## src/rtl/merge_pkg.sv

```systemverilog
// merge_pkg: shared constants and FSM state type for the merge network wrappers
package merge_pkg;
    localparam int WIDTH_DEF = 3;
    localparam int N_DEF = 8;
    localparam int ELEMS_DEF = 2 * N_DEF;
    localparam int CNT_W_DEF = $clog2(ELEMS_DEF);
    typedef enum logic {IDLE, SEND} merge_state_t;
endpackage

```

## src/rtl/merge_order_checker.sv

```systemverilog
// merge_order_checker: combinational check that a packed 2*N-element vector is nondecreasing
module merge_order_checker #(
    parameter int WIDTH = 3,
    parameter int N = 8
) (
    input  logic [2*N*WIDTH-1:0] vec,
    output logic                 sorted
);
    always_comb begin
        sorted = 1'b1;
        for (int k = 0; k < 2 * N - 1; k++)
            if (vec[k*WIDTH +: WIDTH] > vec[(k+1)*WIDTH +: WIDTH]) sorted = 1'b0;
    end
endmodule

```

## src/rtl/merge_stream_serializer.sv

```systemverilog
// merge_stream_serializer: streams a captured sorted 2N-element vector one element per beat; MERGE_SER_SORT_CHECK_EN adds a sticky order check
module merge_stream_serializer
    import merge_pkg::*;
#(
    parameter int WIDTH = WIDTH_DEF,
    parameter int N = N_DEF
) (
    input  logic                           clk,
    input  logic                           rst,
    input  logic                           in_valid,
    output logic                           in_ready,
    input  logic [2*N*WIDTH-1:0]           in_data,
    output logic                           out_valid,
    input  logic                           out_ready,
    output logic [WIDTH-1:0]               out_data,
    output logic [$clog2(2*N)-1:0]         out_index,
    output logic                           out_last,
    output logic                           sort_err
);
    localparam int ELEMS = 2 * N;
    localparam int CNT_W = $clog2(ELEMS);
    localparam logic [CNT_W-1:0] LAST = CNT_W'(ELEMS - 1);

    merge_state_t state, state_nxt;
    logic [WIDTH-1:0] mem [ELEMS];
    logic [CNT_W-1:0] idx;
    logic cap;

    assign out_valid = state == SEND;
    assign out_last = out_valid && idx == LAST;
    assign out_index = idx;
    assign out_data = out_valid ? mem[idx] : '0;
    // out_ready -> in_ready is combinational so a new vector can land on the last beat
    assign in_ready = state == IDLE || (out_last && out_ready);
    assign cap = in_valid && in_ready;

    always_comb begin
        state_nxt = state;
        if (cap) state_nxt = SEND;
        else if (out_last && out_ready) state_nxt = IDLE;
    end

    always_ff @(posedge clk or posedge rst) begin
        if (rst) begin
            state <= IDLE;
            idx <= '0;
            for (int k = 0; k < ELEMS; k++) mem[k] <= '0;
        end else begin
            state <= state_nxt;
            if (cap) begin
                idx <= '0;
                for (int k = 0; k < ELEMS; k++) mem[k] <= in_data[k*WIDTH +: WIDTH];
            end else if (out_valid && out_ready && !out_last) begin
                idx <= idx + 1'b1;
            end
        end
    end

`ifdef MERGE_SER_SORT_CHECK_EN
    logic sorted;

    merge_order_checker #(.WIDTH(WIDTH), .N(N)) u_chk (
        .vec(in_data),
        .sorted(sorted)
    );

    always_ff @(posedge clk or posedge rst) begin
        if (rst) sort_err <= 1'b0;
        else if (cap && !sorted) sort_err <= 1'b1;
    end
`else
    assign sort_err = 1'b0;
`endif
endmodule

```

## config.mk

```make
export PLATFORM = sky130hd
export DESIGN_NAME = merge_stream_serializer
export DESIGN_NICKNAME = d
export VERILOG_FILES = /design/src/rtl/merge_pkg.sv /design/src/rtl/merge_order_checker.sv /design/src/rtl/merge_stream_serializer.sv
export SDC_FILE = /design/constraint.sdc
export NUM_CORES = 1
export LEC_CHECK = 0
export BUFFER_PORTS_ARGS = -buffer_cell sky130_fd_sc_hd__clkbuf_2
export CAP_MARGIN = 15
export CORE_ASPECT_RATIO = 2
export CORE_MARGIN = 2
export CORE_UTILIZATION = 47
export CTS_CLUSTER_SIZE = 20
export DETAILED_ROUTE_END_ITERATION = 8
export PLACE_DENSITY_LB_ADDON = 0.08
export SLEW_MARGIN = 20
export SYNTH_ARGS = -nofsm -noshare
export SYNTH_HDL_FRONTEND = slang
export SYNTH_SLANG_ARGS = --single-unit
export TNS_END_PERCENT = 1
```

## constraint.sdc

```tcl
create_clock -name clk -period 2.1 [get_ports clk]
set_input_delay 0.42 -clock clk [delete_from_list [all_inputs] [get_ports clk]]
set_output_delay 0.42 -clock clk [all_outputs]
set_load 0.05 [all_outputs]
```

Word-level counts from Yosys, hierarchy flattened
Index checks and enable logic that the tools add are counted.

word-level totals
  RAM bits = 0
  logic and storage cells = 40
  memories = 0
  register bits = 53
  memory bits (read-only) = 0
  latch bits = 0
  output and inout bits = 11
  bits of input ports = 52

operators by class
  multipliers = 0
  reduce and logical (&&, ||, !) cells = 9
  equal/unequal tests = 1
  divide/modulo/power cells = 0
  shift-type cells = 0
  muxes and demuxes = 8
  $lt $le $gt $ge = 1
  bitwise logic cells = 2
  $add $sub $neg = 1

operator list
  cell                                                           number
  3-bit binary-select mux with 4-bit select                      1
  3-bit 2-to-1 mux                                               3
  4-bit 2-to-1 mux                                               2
  5-bit >= comparator, second input constant                     1
  1-bit logical AND                                              5
  4-bit NOT with 5-bit output                                    1
  4-bit by 1-bit adder with 4-bit output, second input constant  1
  4-bit == test, second input constant                           1
  2-bit nonzero test                                             2
  1-bit 2-to-1 mux                                               2
  1-bit zero test                                                1
  1-bit logical OR                                               1
  1-bit NOT                                                      1

Logic depth before layout (Yosys ltp)
  depth in word-level cells = 6
  gate-level depth with buffers = 5
  depth with buffers taken out = 4

Least setup slack after synthesis
No wires, ideal clock.

  kind = register -> output
  start = reg idx[0], in the netlist out_index[0]
  end = out out_data[0]
  buffers on the path = 2
  setup slack = -0.527 ns
  required time = 1.680 ns
  stages on the path, launching flop included = 6
  arrival = 2.207 ns
  cells stage by stage = dfrtp_1 buf_6 buf_2 mux4_2 nand3_1 o211ai_1

on the way
  word-level cells in the longest chain between the ends = 5

ends and longest elaborated chain
  element                                               line                           RTL
  from (decl)                                           merge_stream_serializer.sv:26  logic [CNT_W-1:0] idx;
  from (signal assigned)                                merge_stream_serializer.sv:54  idx <= idx + 1'b1;
  4-bit NOT with 5-bit output (not written as such)     merge_stream_serializer.sv:32  assign out_data = out_valid ? mem[idx] : '0;
  3-bit binary-select mux with 4-bit select             merge_stream_serializer.sv:32
  3-bit 2-to-1 mux (not written as such) (2 in series)  merge_stream_serializer.sv:32
  3-bit 2-to-1 mux                                      merge_stream_serializer.sv:32
  to (decl)                                             merge_stream_serializer.sv:15  output logic [WIDTH-1:0] out_data,

No other way between the ends. The select of a mux whose other input is x is not followed.

Worst setup path after layout
  start = reg idx[0], in the netlist out_index[0]
  end = out out_data[1]

Same word-level chain as after synthesis.

==> results.cfg <==
[status]
outcome = finished with violations
violations = negative setup slack

[yosys]
yosysUniqueCellTypes = 28
postSynthCellCount = 161
synth_flop_cell = dfrtp_1
synthArstFlopShare_pct = 100.0
yosysWarningCount = 0
synth_top_area_share_pct = 54.00
synth-seq-cells = 53
seq_area_frac_synth_pct = 54.00
yosys.area.top_type = dfrtp_1
synth-edff-count = 0
synth_most_common_cell = dfrtp_1
synth_area_um2 = 2456
synthTopCellsByCount = 53 x dfrtp_1, 48 x mux2_2, 9 x mux4_2
avgSynthCellArea_um2 = 15.26
synth_nets = 214
synthTopCellsByArea = dfrtp_1 54%, mux2_2 22%, mux4_2 8.3%, mux4_1 4.3%, buf_2 1.2%

[power_and_ir_drop]
leakage_nw = 1.362
powerDensity_nw_per_um2 = 1535
vdd_drop_max_uv = 1360

[cts]
cts.path.max_buffers = 2
clock-sinks = 53
htreeDepth = 2
cts_tree = built
cts_buffers = 5
post_cts_buffers = 0
clk_pin_slew_worst_paths_ns = 0.10
clock-root-buffer = clkbuf_8
insertion_delay_ns = 0.31

[grt]
antenna_found_initial = 0
grt_overflow = 0
grt_pass1_wl_mm = 8.204
grt_util_all_layers_pct = 19.87
grt_pass1_vias = 1763
grt_max_degree = 32

[cells_and_area]
syn_to_final_growth_pct = 23.03
drive_gt1_share_pct = 64.60
insertedDiodeCount = 0
final_util_pct = 59.34
finish.net_count = 278
final_area_um2 = 3022

[die]
ios = 63
rows = 37
start_util_pct = 48.23
core-area_um2 = 5092
dieArea_um2 = 5855
die_h_um = 106.2
die_w_um = 55.12

[setup_path]
cp.arrival_ns = 2.13
cp-start-kind = flip-flop
crit_top_cell = mux4_2
criticalPathCategory = flip-flop to output pin
max_stage_delay_ns = 0.54
crit_fanout = 5
end_kind = output pin
path_cells = mux4_2, mux4_2, and2_4, clkbuf_16
cp_slowest_cell = mux4_2
crit_family = multiplexers
critPathBufInv = 1
cp_data_required_time_ns = 1.68

[placement]
place_hpwl_mm = 3.966
pre_cts_slack_ns = -0.1429
place_area_um2 = 2870
numPortBuffers = 61
place.gp.congestion = 0.7329

[sta]
fmax_mhz = 391.4
min_period_ns = 2.555
fin_skew_ns = 0.01309
setup_viol = 4
setup_slack_ns = -0.4547
drv_slew = 0
hold_ws_ns = 0.07435
period_share_pct = 121.7
hold_viol = 0
rsz0062_at_grt = yes

[detailed_routing]
routed_wl_mm = 5.166
vias_per_cell = 5.521
vias = 1568
wl_per_cell_um = 18.19
top_layer_used = met4
wl_met1_mm = 1.876
wl_met3_um = 266
detail-route-antenna-nets = 0
drt_first_iter_violations = 41
route.detailed.drc = 0
wl_met2_mm = 2.943
first_pass_iters = 4

[worst_hold_path]
holdCritPathClass = primary input to asynchronous set/reset pin

[job]
cap_viol_max_count = 0
-- state kept, by name, summed over array words and instances (netlist names) --
name	flops
mem	48
out_index	4
out_valid	1
-- path summary, 6_finish.rpt --
path / start / to / slack, ns / cells after the start
setup / recovery: out_index[0] / out_data[1] / -0.45 / 4
hold / removal: rst / mem[25] / 0.07 / 2
setup reg to reg: out_index[0] / mem[46] / 0.14 / 6
hold reg to reg: mem[45] / mem[45] / 0.51 / 1
max in group asynchronous: rst / out_index[2] / 1.41 / 3
min in group clk: in_data[37] / mem[10] / 0.33 / 2
-- per-stage QoR --
stage,power [mW],setup TNS (ns),std cells
after CTS,4.599,-1.420,284
final,4.638,-1.194,284
after global routing,4.909,-1.608,284
after detailed placement,3.853,-0.4172,276
after global placement,3.749,-0.3358,276
after floorplan,3.355,-1.001,161
-- cell families (layout without fill, tap and decap cells) --
| logic type | count (synthesis) | in the layout | share of synthesized area, % |
|---|---|---|---|
| multiplexers | 61 | 61 | 34.54 |
| flip-flops | 53 | 53 | 54.00 |
| AND/OR/NAND/NOR | 18 | 18 | 4.534 |
| buffers and inverters | 14 | 79 | 2.904 |
| AO/OA/AOI/OAI | 13 | 13 | 3.362 |
| adder cells (fa/ha/maj) | 1 | 1 | 0.5093 |
| other | 1 | 1 | 0.1527 |
-- report_power, final --
part	leakage (nW)	internal, mW	switching (mW)
Sequential	0.640	1.53	0.398
Clock	0.0422	0.235	0.326
Combinational	0.680	1.19	0.955
-- what timing repair did --
item	in CTS	in global routing
resized for setup	16	7
pin swaps	2	1
cloned	0	0
hold buffers	0	0
endpoints found under the setup margin	36	51
-- per-layer routing --
metal  global-route usage, %  up-vias
met2                   35.54       40
met4                   6.794        0
met1                   21.31      797
met5                       0        -
met3                   4.916        5
li1                        -      726
-- layout by cell type, fill, tap and decap left out, types with 2 or more instances in the layout --
master     n
o31ai_1    2
o21ai_0    2
clkbuf_8   7
mux2_2    48
clkbuf_1   2
dfrtp_1   50
a21oi_1    4
buf_4      7
clkbuf_2  56
a22oi_2    2
nand4_1    3
or3_1      2
buf_12     3
nand2_1    2
mux4_2    12
dfrtp_2    3
o211ai_1   2
nand3_1    3
-- cell type report --
class                      instances  area [um^2]
fill                             458         2071
inverter                           2        7.507
timing repair buffer              69        445.4
clock inverter                     1        5.005
clock buffer                       7        76.32
tap                               58        72.57
sequential                        53         1330
multi-input combinational         94         1085
No activity file was read; power rests on OpenSTA's default activity.
